### config.mk
export PLATFORM = sky130hd
export DESIGN_NAME = pixel_stream_source_flat
export DESIGN_NICKNAME = d
export VERILOG_FILES = /design/src/rtl/pixel_stream_source_if.sv /design/src/rtl/pixel_stream_source.sv /design/src/flat_wrapper.sv
export SDC_FILE = /design/constraint.sdc
export NUM_CORES = 1
export LEC_CHECK = 0
export CORE_ASPECT_RATIO = 0.8
export CORE_MARGIN = 8
export CORE_UTILIZATION = 50
export CTS_CLUSTER_DIAMETER = 60
export DETAILED_ROUTE_END_ITERATION = 7
export PLACE_DENSITY = 0.86
export SLEW_MARGIN = 20
export SYNTH_ARGS = -nofsm -noshare
export SYNTH_HDL_FRONTEND = slang
export SYNTH_SLANG_ARGS = --single-unit
### constraint.sdc
create_clock -name axi_clk -period 3.55 [get_ports axi_clk]
set_input_delay 1.065 -clock axi_clk [delete_from_list [all_inputs] [get_ports axi_clk]]
set_output_delay 1.065 -clock axi_clk [all_outputs]
set_load 0.02 [all_outputs]
### src/rtl/pixel_stream_source_if.sv
// Bundles the frame-buffer RAM read port and the outgoing pixel stream of pixel_stream_source.
// The master side is the pixel source; the slave side is the RAM plus downstream sink.
interface pixel_stream_source_if #(
  parameter int ADDR_W = 18
);
  logic              o_mem_en;
  logic [ADDR_W-1:0] o_mem_addr;
  logic [7:0]        i_mem_data;
  logic              o_data_valid;
  logic [7:0]        o_data;
  logic              i_data_ready;
  logic              o_data_last;
  logic              o_data_user;

  modport master (
    output o_mem_en, o_mem_addr, o_data_valid, o_data, o_data_last, o_data_user,
    input  i_mem_data, i_data_ready
  );

  modport slave (
    input  o_mem_en, o_mem_addr, o_data_valid, o_data, o_data_last, o_data_user,
    output i_mem_data, i_data_ready
  );
endinterface

### src/rtl/pixel_stream_source.sv
// Raster-order frame-buffer reader feeding a valid/ready pixel stream, paced by line credits.
// Optional macro SRC_PERF_CNT_EN adds the o_stall_cycles backpressure counter.
module pixel_stream_source #(
  parameter int IMG_WIDTH     = 512,
  parameter int IMG_HEIGHT    = 512,
  parameter int ADDR_W        = 18,
  parameter int PRELOAD_LINES = 4
) (
  input  logic                   axi_clk,
  input  logic                   axi_reset_n,
  input  logic                   i_start,
  input  logic                   i_intr,
  pixel_stream_source_if.master  bus,
  output logic                   o_busy,
  output logic                   o_done
`ifdef SRC_PERF_CNT_EN
  ,
  output logic [31:0]            o_stall_cycles
`endif
);

  localparam int COL_W  = $clog2(IMG_WIDTH);
  localparam int LINE_W = (IMG_HEIGHT > 1) ? $clog2(IMG_HEIGHT) : 1;
  localparam logic [COL_W-1:0]  LAST_COL  = COL_W'(IMG_WIDTH - 1);
  localparam logic [LINE_W-1:0] LAST_LINE = LINE_W'(IMG_HEIGHT - 1);
  localparam logic [3:0]        PRELOAD   = 4'(PRELOAD_LINES);

  typedef enum logic [1:0] {IDLE, LOAD, READ, DRAIN} state_t;

  state_t            state, state_next;
  logic [3:0]        credit_cnt, credit_next;
  logic [ADDR_W-1:0] addr;
  logic [COL_W-1:0]  rd_col;
  logic [LINE_W-1:0] rd_line;
  logic              rd_pend, rd_pend_last, rd_pend_user;
  logic [7:0]        fifo_data [2];
  logic [1:0]        fifo_last, fifo_user;
  logic              wr_ptr, rd_ptr;
  logic [1:0]        fifo_cnt, occupancy;
  logic              start_ok, pop, issue, consume, line_end, frame_end, drained;

  always_comb begin
    start_ok  = (state == IDLE) && i_start;
    pop       = (fifo_cnt != 2'd0) && bus.i_data_ready;
    occupancy = fifo_cnt + {1'b0, rd_pend} - {1'b0, pop};
    line_end  = (rd_col == LAST_COL);
    frame_end = line_end && (rd_line == LAST_LINE);
    drained   = (fifo_cnt == 2'd0) && !rd_pend;
  end

  // A line end with a credit on hand consumes it in place, so lines stream back to back.
  always_comb begin
    state_next = state;
    issue      = 1'b0;
    consume    = 1'b0;
    o_done     = 1'b0;
    case (state)
      IDLE:  if (i_start) state_next = LOAD;
      LOAD:  if (credit_cnt != 4'd0) begin
               consume    = 1'b1;
               state_next = READ;
             end
      READ:  if (occupancy < 2'd2) begin
               issue = 1'b1;
               if (frame_end)                state_next = DRAIN;
               else if (line_end) begin
                 if (credit_cnt != 4'd0)     consume    = 1'b1;
                 else                        state_next = LOAD;
               end
             end
      DRAIN: if (drained) begin
               o_done     = 1'b1;
               state_next = IDLE;
             end
      default: state_next = IDLE;
    endcase
  end

  always_comb begin
    credit_next = credit_cnt;
    if (start_ok)
      credit_next = PRELOAD;
    else if (state != IDLE) begin
      if (i_intr && !consume && credit_cnt != 4'hF)
        credit_next = credit_cnt + 4'd1;
      else if (!i_intr && consume)
        credit_next = credit_cnt - 4'd1;
    end
  end

  always_ff @(posedge axi_clk or negedge axi_reset_n) begin
    if (!axi_reset_n) begin
      state      <= IDLE;
      credit_cnt <= 4'd0;
    end else begin
      state      <= state_next;
      credit_cnt <= credit_next;
    end
  end

  // The address stops on the final pixel so it never leaves the frame range.
  always_ff @(posedge axi_clk or negedge axi_reset_n) begin
    if (!axi_reset_n) begin
      addr         <= '0;
      rd_col       <= '0;
      rd_line      <= '0;
      rd_pend      <= 1'b0;
      rd_pend_last <= 1'b0;
      rd_pend_user <= 1'b0;
    end else begin
      rd_pend <= issue;
      if (start_ok) begin
        addr    <= '0;
        rd_col  <= '0;
        rd_line <= '0;
      end else if (issue) begin
        rd_pend_last <= line_end;
        rd_pend_user <= (rd_line == '0) && (rd_col == '0);
        if (!frame_end) addr <= addr + 1'b1;
        if (line_end) begin
          rd_col  <= '0;
          rd_line <= frame_end ? '0 : rd_line + 1'b1;
        end else begin
          rd_col <= rd_col + 1'b1;
        end
      end
    end
  end

  always_ff @(posedge axi_clk or negedge axi_reset_n) begin
    if (!axi_reset_n) begin
      fifo_data[0] <= 8'd0;
      fifo_data[1] <= 8'd0;
      fifo_last    <= 2'b00;
      fifo_user    <= 2'b00;
      wr_ptr       <= 1'b0;
      rd_ptr       <= 1'b0;
      fifo_cnt     <= 2'd0;
    end else begin
      if (rd_pend) begin
        fifo_data[wr_ptr] <= bus.i_mem_data;
        fifo_last[wr_ptr] <= rd_pend_last;
        fifo_user[wr_ptr] <= rd_pend_user;
        wr_ptr            <= ~wr_ptr;
      end
      if (pop) rd_ptr <= ~rd_ptr;
      fifo_cnt <= fifo_cnt + {1'b0, rd_pend} - {1'b0, pop};
    end
  end

  assign o_busy           = (state != IDLE);
  assign bus.o_mem_en     = issue;
  assign bus.o_mem_addr   = addr;
  assign bus.o_data_valid = (fifo_cnt != 2'd0);
  assign bus.o_data       = fifo_data[rd_ptr];
  assign bus.o_data_last  = fifo_last[rd_ptr];
  assign bus.o_data_user  = fifo_user[rd_ptr];

`ifdef SRC_PERF_CNT_EN
  always_ff @(posedge axi_clk or negedge axi_reset_n) begin
    if (!axi_reset_n)
      o_stall_cycles <= 32'd0;
    else if (start_ok)
      o_stall_cycles <= 32'd0;
    else if (o_busy && bus.o_data_valid && !bus.i_data_ready)
      o_stall_cycles <= o_stall_cycles + 32'd1;
  end
`endif

endmodule

### src/flat_wrapper.sv
// flat-port wrapper written by rule: the top's interface ports become plain ports
module pixel_stream_source_flat 
#(
  parameter int IMG_WIDTH     = 512,
  parameter int IMG_HEIGHT    = 512,
  parameter int ADDR_W        = 18,
  parameter int PRELOAD_LINES = 4
)
  (axi_clk, axi_reset_n, i_start, i_intr, o_busy, o_done, bus_o_mem_en, bus_o_mem_addr, bus_o_data_valid, bus_o_data, bus_o_data_last, bus_o_data_user, bus_i_mem_data, bus_i_data_ready);
  pixel_stream_source_if #(.ADDR_W(ADDR_W)) bus_i ();
  input  logic axi_clk;
  input  logic axi_reset_n;
  input  logic i_start;
  input  logic i_intr;
  output logic o_busy;
  output logic o_done;
  output wire logic [$bits(bus_i.o_mem_en)-1:0] bus_o_mem_en;
  output wire logic [$bits(bus_i.o_mem_addr)-1:0] bus_o_mem_addr;
  output wire logic [$bits(bus_i.o_data_valid)-1:0] bus_o_data_valid;
  output wire logic [$bits(bus_i.o_data)-1:0] bus_o_data;
  output wire logic [$bits(bus_i.o_data_last)-1:0] bus_o_data_last;
  output wire logic [$bits(bus_i.o_data_user)-1:0] bus_o_data_user;
  input wire logic [$bits(bus_i.i_mem_data)-1:0] bus_i_mem_data;
  input wire logic [$bits(bus_i.i_data_ready)-1:0] bus_i_data_ready;
  assign bus_o_mem_en = bus_i.o_mem_en;
  assign bus_o_mem_addr = bus_i.o_mem_addr;
  assign bus_o_data_valid = bus_i.o_data_valid;
  assign bus_o_data = bus_i.o_data;
  assign bus_o_data_last = bus_i.o_data_last;
  assign bus_o_data_user = bus_i.o_data_user;
  assign bus_i.i_mem_data = bus_i_mem_data;
  assign bus_i.i_data_ready = bus_i_data_ready;
  pixel_stream_source #(.IMG_WIDTH(IMG_WIDTH), .IMG_HEIGHT(IMG_HEIGHT), .ADDR_W(ADDR_W), .PRELOAD_LINES(PRELOAD_LINES)) u_core (.axi_clk(axi_clk), .axi_reset_n(axi_reset_n), .i_start(i_start), .i_intr(i_intr), .bus(bus_i), .o_busy(o_busy), .o_done(o_done));
endmodule
==> results of run 1 <==
-- worst max-delay path: cells and delay by family --
family	cells	cell delay, ns
xor+xnor	1	0.24
fa+ha+maj	2	0.39
buf+inv	4	0.46
simple gates	2	0.29
-- sequential cells by signal, indices dropped and copies added (netlist names) --
signal,count
u_core.rd_line,9
u_core.rd_ptr,1
u_core.fifo_user,2
u_core.rd_col,9
u_core.fifo_last,2
u_core.fifo_cnt,2
u_core.wr_ptr,1
u_core.rd_pend_last,1
u_core.fifo_data,16
u_core.state,2
u_core.bus.o_mem_addr,18
u_core.credit_cnt,4
u_core.rd_pend,1
u_core.rd_pend_user,1
-- through the flow --
stage	utilization, %	setup slack [ns]	total power [mW]
after detailed placement	61.4	-0.574	2.65
final	65.9	0.0379	3.57
after global placement	61.4	-0.520	2.58
after floorplan	-	-0.0576	2.08
after CTS	65.7	0.0618	3.57
after global routing	65.9	-0.00713	3.79
-- placed cells by master, fill, tap and decap left out, drive strengths merged, types with 2 or more instances in the layout --
| cell type | Yosys | final |
|---|---|---|
| mux2i | 3 | 3 |
| o21ai | 16 | 16 |
| nand3 | 14 | 14 |
| a31o | 2 | 2 |
| nor4 | 9 | 9 |
| and3 | 7 | 7 |
| nor4b | 2 | 2 |
| nor2 | 32 | 32 |
| nor2b | 3 | 3 |
| and2 | 4 | 4 |
| nand3b | 2 | 2 |
| a21boi | 2 | 2 |
| buf | 0 | 17 |
| a21o | 2 | 2 |
| bufinv | 0 | 4 |
| nand2 | 31 | 31 |
| clkbuf | 9 | 9 |
| clkdlybuf4s50 | 0 | 41 |
| xnor2 | 12 | 12 |
| and4 | 2 | 2 |
| nor3 | 6 | 6 |
| nand2b | 2 | 2 |
| nand4b | 2 | 2 |
| o21a | 4 | 4 |
| a21oi | 11 | 11 |
| mux2 | 32 | 32 |
| ha | 17 | 17 |
| dfrtp | 69 | 69 |
| nand4 | 5 | 5 |
| nor3b | 2 | 2 |
| o31ai | 3 | 3 |
| xor2 | 7 | 7 |
| a31oi | 2 | 2 |
| inv | 16 | 17 |
| or3 | 4 | 4 |
-- power by group --
part	switching (mW)	leakage (nW)	internal [mW]	total (mW)
logic	0.777	0.991	0.796	1.57
clock network	0.312	0.130	0.541	0.853
registers	0.168	0.901	0.981	1.15
total	1.26	2.02	2.32	3.57
-- routing by layer --
metal | wire, µm | track usage, % | vias to the layer above | share of wire (%)
li1 | - | - | 1356 | -
met1 | 3530 | 19.9 | 1415 | 43
met2 | 4250 | 28.7 | 64 | 51
met3 | 448 | 4.82 | 4 | 5.4
met4 | 61 | 5.54 | 0 | 0.74
met5 | 0 | 0 | - | 0
-- synthesized netlist by cell type (all sizes together) (2+ instances only) --
cell	instances	area share, %
a21boi	2	0.41
a21o	2	0.41
a21oi	11	1.5
a31o	2	0.48
a31oi	2	0.52
and2	4	0.72
and3	7	1.3
and4	2	0.48
clkbuf	9	0.93
dfrtp	69	48
ha	17	5.9
inv	16	1.7
mux2	32	9.9
mux2i	3	0.83
nand2	31	3.3
nand2b	2	0.34
nand3	14	1.9
nand3b	2	0.41
nand4	5	0.86
nand4b	2	0.48
nor2	32	3.3
nor2b	3	0.52
nor3	6	0.83
nor3b	2	0.41
nor4	9	1.6
nor4b	2	0.48
o21a	4	0.83
o21ai	16	2.3
o31ai	3	0.62
or3	4	0.72
xnor2	12	2.9
xor2	7	1.7
-- final cells by class --
class	count	area [µm²]
Multi-Input combinational cell	254	1870
Timing Repair Buffer	59	553
Inverter	16	60.1
Clock inverter	7	145
Tap cell	87	109
Clock buffer	9	124
Fill cell	503	2380
Sequential cell	69	1730
-- worst max-delay path by stage --
stage,start,to,depth (start not counted)
2_1_floorplan,bus_i_data_ready,u_core.credit_cnt[3]$_DFFE_PN0P_,14
5_1_grt,bus_i_data_ready,bus_o_mem_en,9
3_5_place_dp,bus_i_data_ready,u_core.credit_cnt[3]$_DFFE_PN0P_,16
6_report,bus_i_data_ready,bus_o_mem_en,9
3_3_place_gp,bus_i_data_ready,bus_o_mem_en,8
4_1_cts,bus_i_data_ready,u_core.credit_cnt[3]$_DFFE_PN0P_,16
-- logic make-up (layout without fill, tap and decap cells) --
logic type / Yosys count / in the layout
and+or+nand+nor: 130 / 130
buffers and inverters: 25 / 91
xor gates and xnor gates: 20 / 20
adders and majority gates: 18 / 18
AOI/OAI and AO/OA: 51 / 51
muxes: 35 / 35
DFF: 69 / 69
-- what timing repair did --
action                     in CTS  in global routing
pin swaps                       9                  7
buffers inserted                1                  1
gates resized for setup        12                  2
cloned                          0                  0
setup endpoints to repair       2                  1
==> out/results.env, run 1 <==
POSTSYNTHNETCOUNT=379
ROUTED_VIA_DENSITY=5.67
LAYOUT-AREA-OVERHEAD-VS-SYNTH_PCT=26.2
PATH_DEPTH_OF_THE_WORST_REG2REG_PATH=16
FLOORPLAN.IO_PINS=45
MAX_STAGE_DELAY_NS=0.25
FMAX_MHz=285
REGTOREGSTARTPOINT='u_core.fifo_cnt[0]$_DFF_PN0_'
MAX-SLEW-MARGIN-REL_PCT=40.3
SYNTH_COMPOUND_GATE_AREA_SHARE_PCT=9.20
POSTLAYOUTCELLAREA_MM2=0.00458
INSERTION_DELAY_NS=0.34
CRITPATHMAXFANOUT=2
WORST-ENDPOINT-ARRIVAL_NS=2.45
R2R_END='u_core.credit_cnt[3]$_DFFE_PN0P_'
HPWL_MM=5.84
TIMING.CRITICAL_PATH.FROM_TYPE='input pin'
R2R_SETUP_SLACK_NS=0.21
PIN_COUNT_OF_THE_BIGGEST_NET_ENTERING_GLOBAL_ROUTING=66
CRIT_PATH_CELL_TRACE='clkdlybuf4s15_1 > and2_4 > ha_4 > inv_2 > ha_4 > xnor3_2 > buf_4 > and2_4 > buf_6'
FINALWEIGHTEDCONGESTION=0.847
ROUTE.DETAILED.WL_PER_INST_UM=16.5
FINAL.PERIOD_UTILIZATION_PCT=98.9
DIE-WIDTH_UM=111
DIE_AREA_MM2=0.0103
WORST_HOLD_SLACK_NS=0.503
SETUP.WORST_PATH.END_CLASS='primary output'
CTS_NUM_SINKS=69
CTS_ROOT_BUF='clkbuf_8'
CLK_PIN_SLEW_WORST_PATHS_NS=0.07
CRITPATHREQUIREDTIME_NS=2.48
HOLD_PATH_STARTPOINT='u_core.fifo_last[0]$_DFFE_PN0P_'
POWER_DENSITY_mW_PER_MM2=780
MAX_CAP_VIOL_COUNT=0
SYNTHESIS.AREA_PER_INSTANCE_UM2=10.4
ROUTED_WIRELENGTH_MM=8.29
ROUTE.DETAILED.DRC=0
DRIVE_ABOVE_1_SHARE_PCT=21.0
INITIAL_UTILIZATION_PCT=52.2
FIRST_GLOBAL_VIAS=2977
SYNTH.LIB_CELLS_USED.DISTINCT=54
SYNTH_SIMPLE_GATE_AREA_SHARE_PCT=18.3
ROUTED-VIA-COUNT=2839
STATIC-LEAKAGE-POWER_nW=2.02
LAYOUTNONFILLERINSTCOUNT=501
CTS_BUFFER_DEPTH=2
TIMING.CRITICAL_PATH.SLOWEST_STAGE_CELL='ha_4'
HOLD_BUFFERS=0
MIN_TO='u_core.fifo_last[0]$_DFFE_PN0P_'
DETAIL_ROUTE.FIRST_PASS.ITERATIONS=5
FIRST_PASS_GRT_WIRE_LENGTH_MM=14.4
TIMING_HOLD_VIOLATIONS_FINAL=0
NUMCTSBUFFERS=9
FIN_WORST_SKEW_NS=0.0109
FFS_LATCHES_SYNTH=69
SYNTHADDERAREAFRAC_PCT=6.41
CLOCK_TREE_FROM_TRITONCTS='done'
HOLDCRITPATHCLASS='reg2reg'
FINALSETUPTNS_NS=0
SYNTH-WARNING-COUNT=0
IR_WORST_VDD_uV=316
ANTENNA_CELLS_INSERTED=0
FLOORPLAN.DIE.HEIGHT_UM=92.2
SYNTH_FF_TYPE='dfrtp_1'
FINISH.NET_COUNT=440
DR.FIRST_ITER.DRC_COUNT=242
CTSHTREEMAXLEVEL=3
ANTENNA_VIOLATIONS_BEFORE_REPAIR=0
SYNTHARSTFLOPSHARE_PCT=100
YS_SEQ_AREA_SHARE_PCT=47.5
PLACE.PORT_BUFFERS=44
TIMING_MAX_TRANSITION_VIOLATIONS_FINAL=0
SYNTHCELLS=348
SYNTH_ENABLE_FLOP_CELLS=0
ANT_NETS=0
WORST_SLEW_PIN_SLEW_NS=0.892
GRT_USAGE_PCT=16.8
DOMINANT_COMBINATIONAL_CELL_FAMILY_BY_AREA_AFTER_SYNTHESIS='simple AND/OR/NAND/NOR gates'
RUN_STATUS='finished, final reports clean'
NETLIST_AREA_MM2=0.00363
GLOBALROUTEOVERFLOWTOTAL=0
PLACEMENT.CELL_AREA_MM2=0.00428
MIN_PATH_CELLS=1
SETUP_VIOL_COUNT_FINAL=0
CRIT_TYPE='in2out'
PROPORTION_OF_SYNTHESIZED_AREA_IN_MUX_CELLS_PCT=10.7
SYNTH-XOR-AREA-SHARE_PCT=5.24
COREAREA_MM2=0.00696
TIMING.FINAL.CRIT_PERIOD_NS=3.51
PLACEDCELLCOUNT=483
PLACEMENT_ROWS=27
Note: power is estimated with default switching activity, not from simulation.
==> run 2, diff against run 1 <==
- CELL_PAD_IN_SITES_DETAIL_PLACEMENT: default -> 1
- CELL_PAD_IN_SITES_GLOBAL_PLACEMENT: default -> 2
- CORE_UTILIZATION: 50 -> 32
- PLACE_DENSITY: 0.86 -> 0.85
- RECOVER_POWER: default -> 25
==> run 2 against run 1 <==
Against the previous run: global-route usage is 3.1 points lower; worst hold slack got worse by 0.0041 ns; non-clock buffer count rose by 5; first-iteration DRC count fell by 43%; worst setup slack improved by 0.0083 ns.
==> out/results.env, run 2 (synthesis results as in run 1) <==
RUN_STATUS='finished, final reports clean'
ROUTED_WIRELENGTH_MM=9.74  # +18%
CTS_ROOT_BUF='clkbuf_16'
GRT_USAGE_PCT=13.7  # -3.1 points
CTS_NUM_SINKS=69  # unchanged
FINAL_COMMON_CELL='dfrtp_1'
FLOORPLAN.IO_PINS=45  # unchanged
GLOBALROUTEOVERFLOWTOTAL=0  # unchanged
HOLDCRITPATHCLASS='reg2reg'
COREAREA_MM2=0.0110  # +58%
STATIC-LEAKAGE-POWER_nW=2.08  # +3.1%
MAX-SLEW-MARGIN-REL_PCT=4.24  # -36 points
CRIT_PATH_CELL_TRACE='buf_2 > and2_4 > ha_4 > inv_2 > ha_4 > xnor3_2 > buf_4 > and2_4 > buf_4'
PLACE.PORT_BUFFERS=44  # unchanged
OVERALL_POWER_mW=3.85  # +7.8%
ANTENNA_CELLS_INSERTED=0  # unchanged
DRIVE_ABOVE_1_SHARE_PCT=21.5  # +0.47 points
FINAL_CRITICAL_PATH_SETUP_SLACK_NS=0.0462  # +0.00831 ns
PLACE_WORST_SETUP_SLACK_NS=-0.570  # +0.00415 ns
FIRST_PASS_GRT_WIRE_LENGTH_MM=16.7  # +16%
FINISH.NET_COUNT=445  # +1.1%
SETUP_VIOL_COUNT_FINAL=0  # unchanged
ROUTE.DETAILED.DRC=0  # unchanged
PLACEMENT_ROWS=34  # +26%
FINALWEIGHTEDCONGESTION=0.813  # -4.0%
TIMING.CRITICAL_PATH.FROM_TYPE='input pin'
CRITPATHMAXFANOUT=2  # unchanged
ROUTE.DETAILED.WL_PER_INST_UM=17.3  # +4.6%
FIN_WORST_SKEW_NS=0.00967  # -0.00121 ns
DIE_AREA_MM2=0.0150  # +46%
FINALSETUPTNS_NS=0  # unchanged
PIN_COUNT_OF_THE_BIGGEST_NET_ENTERING_GLOBAL_ROUTING=45  # -32%
SETUP.WORST_PATH.END_CLASS='primary output'
LAYOUTNONFILLERINSTCOUNT=563  # +12%
LARGEST_REGISTER_FFS=18  # unchanged
TIMING.CRITICAL_PATH.BUF_INV=4  # unchanged
HPWL_MM=6.66  # +14%
CRITPATHTOPFAMILY='buffers and inverters'
DR.FIRST_ITER.DRC_COUNT=138  # -43%
WORST_HOLD_SLACK_NS=0.499  # -0.00414 ns
TIMING_MAX_TRANSITION_VIOLATIONS_FINAL=0  # unchanged
FMAX_MHz=285  # +0.24%
CTS_BUFFER_DEPTH=2  # unchanged
FINAL_CELL_MIX='dfrtp_1, clkdlybuf4s50_1, mux2_2'
CRITPATHREQUIREDTIME_NS=2.48  # about the same
MAX_CAP_VIOL_COUNT=0  # unchanged
CTSHTREEMAXLEVEL=3  # unchanged
DIE-WIDTH_UM=135  # +21%
FIRST_GLOBAL_VIAS=3235  # +8.7%
ROUTED_VIA_DENSITY=5.13  # -9.4%
FLOORPLAN.DIE.HEIGHT_UM=111  # +21%
ROUTED-VIA-COUNT=2889  # +1.8%
FINALCOREUTILIZATION_PCT=43.4  # -22 points
ANTENNA_VIOLATIONS_BEFORE_REPAIR=0  # unchanged
CLOCK_TREE_FROM_TRITONCTS='done'
TIMING_HOLD_VIOLATIONS_FINAL=0  # unchanged
CLK_PIN_SLEW_WORST_PATHS_NS=0.06  # about the same
DETAIL_ROUTE.FIRST_PASS.ITERATIONS=4  # -1
WORST-ENDPOINT-ARRIVAL_NS=2.44  # about the same
MAX_STAGE_DELAY_NS=0.26  # about the same
POSTLAYOUTCELLAREA_MM2=0.00476  # +3.9%
TIMING.CRITICAL_PATH.SLOWEST_STAGE_CELL='ha_4'
POWER_DENSITY_mW_PER_MM2=809  # +3.8%
INITIAL_UTILIZATION_PCT=33.1  # -19 points
TIMING.FINAL.CRIT_PERIOD_NS=3.50  # -0.00831 ns
WORST_SLEW_PIN_SLEW_NS=1.44  # +0.544 ns
NUMCTSBUFFERS=9  # unchanged
LAYOUT-AREA-OVERHEAD-VS-SYNTH_PCT=31.1
FINAL.PERIOD_UTILIZATION_PCT=98.7  # -0.23 points
INSERTION_DELAY_NS=0.34  # about the same
PLACEMENT.CELL_AREA_MM2=0.00437  # +2.1%
PLACEDCELLCOUNT=541  # +12%
ANT_NETS=0  # unchanged
IR_WORST_VDD_uV=306  # -3.2%
CRIT_TYPE='in2out'
-- run 2: changes by cell type in the layout (fill, tap and decap cells not counted), moves of 2 or more --
cell / delta
buf_4: +5
clkbuf_1: +2
clkdlybuf4s50_1: -8
dlygate4sd3_1: +8
clkbuf_8: -8
clkbuf_16: +9
-- run 2: cell type report --
cell class / count / area [µm²]
Fill cell: 1213 / 6210
Clock inverter: 5 / 108
Clock buffer: 11 / 243
Inverter: 16 / 60.1
Timing Repair Buffer: 64 / 578
Tap cell: 144 / 180
Multi-Input combinational cell: 254 / 1870
Sequential cell: 69 / 1730
-- run 2: final timing paths --
path	start	endpoint	slack, ns	depth (start not counted)
setup / recovery	bus_i_data_ready	bus_o_mem_en	0.05	9
hold / removal	u_core.fifo_data[7]$_DFFE_PN0P_	u_core.fifo_data[7]$_DFFE_PN0P_	0.50	1
setup reg to reg	u_core.fifo_cnt[0]$_DFF_PN0_	u_core.credit_cnt[3]$_DFFE_PN0P_	0.08	16
hold reg to reg	u_core.fifo_data[7]$_DFFE_PN0P_	u_core.fifo_data[7]$_DFFE_PN0P_	0.50	1
max in group asynchronous	axi_reset_n	u_core.bus.o_mem_addr[3]$_DFFE_PN0P_	0.72	2
min in group asynchronous	axi_reset_n	u_core.fifo_data[4]$_DFFE_PN0P_	1.05	1
-- run 2: per-layer routing --
layer	part of all wire, %	GRT usage, %	routed length [µm]
met1	46	17.0	4520
met5	0	0	0
met3	5.4	5.39	523
met4	1.2	3.47	112
met2	47	21.7	4580
-- run 2: timing repair --
action,CTS,global route
setup buffers,3,3
pin swaps,9,6
endpoints found under the setup margin,2,1
hold buffers,0,0
gates resized for setup,10,3
-- run 2: report_power, final --
group	total (mW)	switching, mW	internal [mW]
sequential	1.16	0.177	0.983
clock	1.07	0.358	0.708
combinational	1.63	0.808	0.819
total	3.85	1.34	2.51
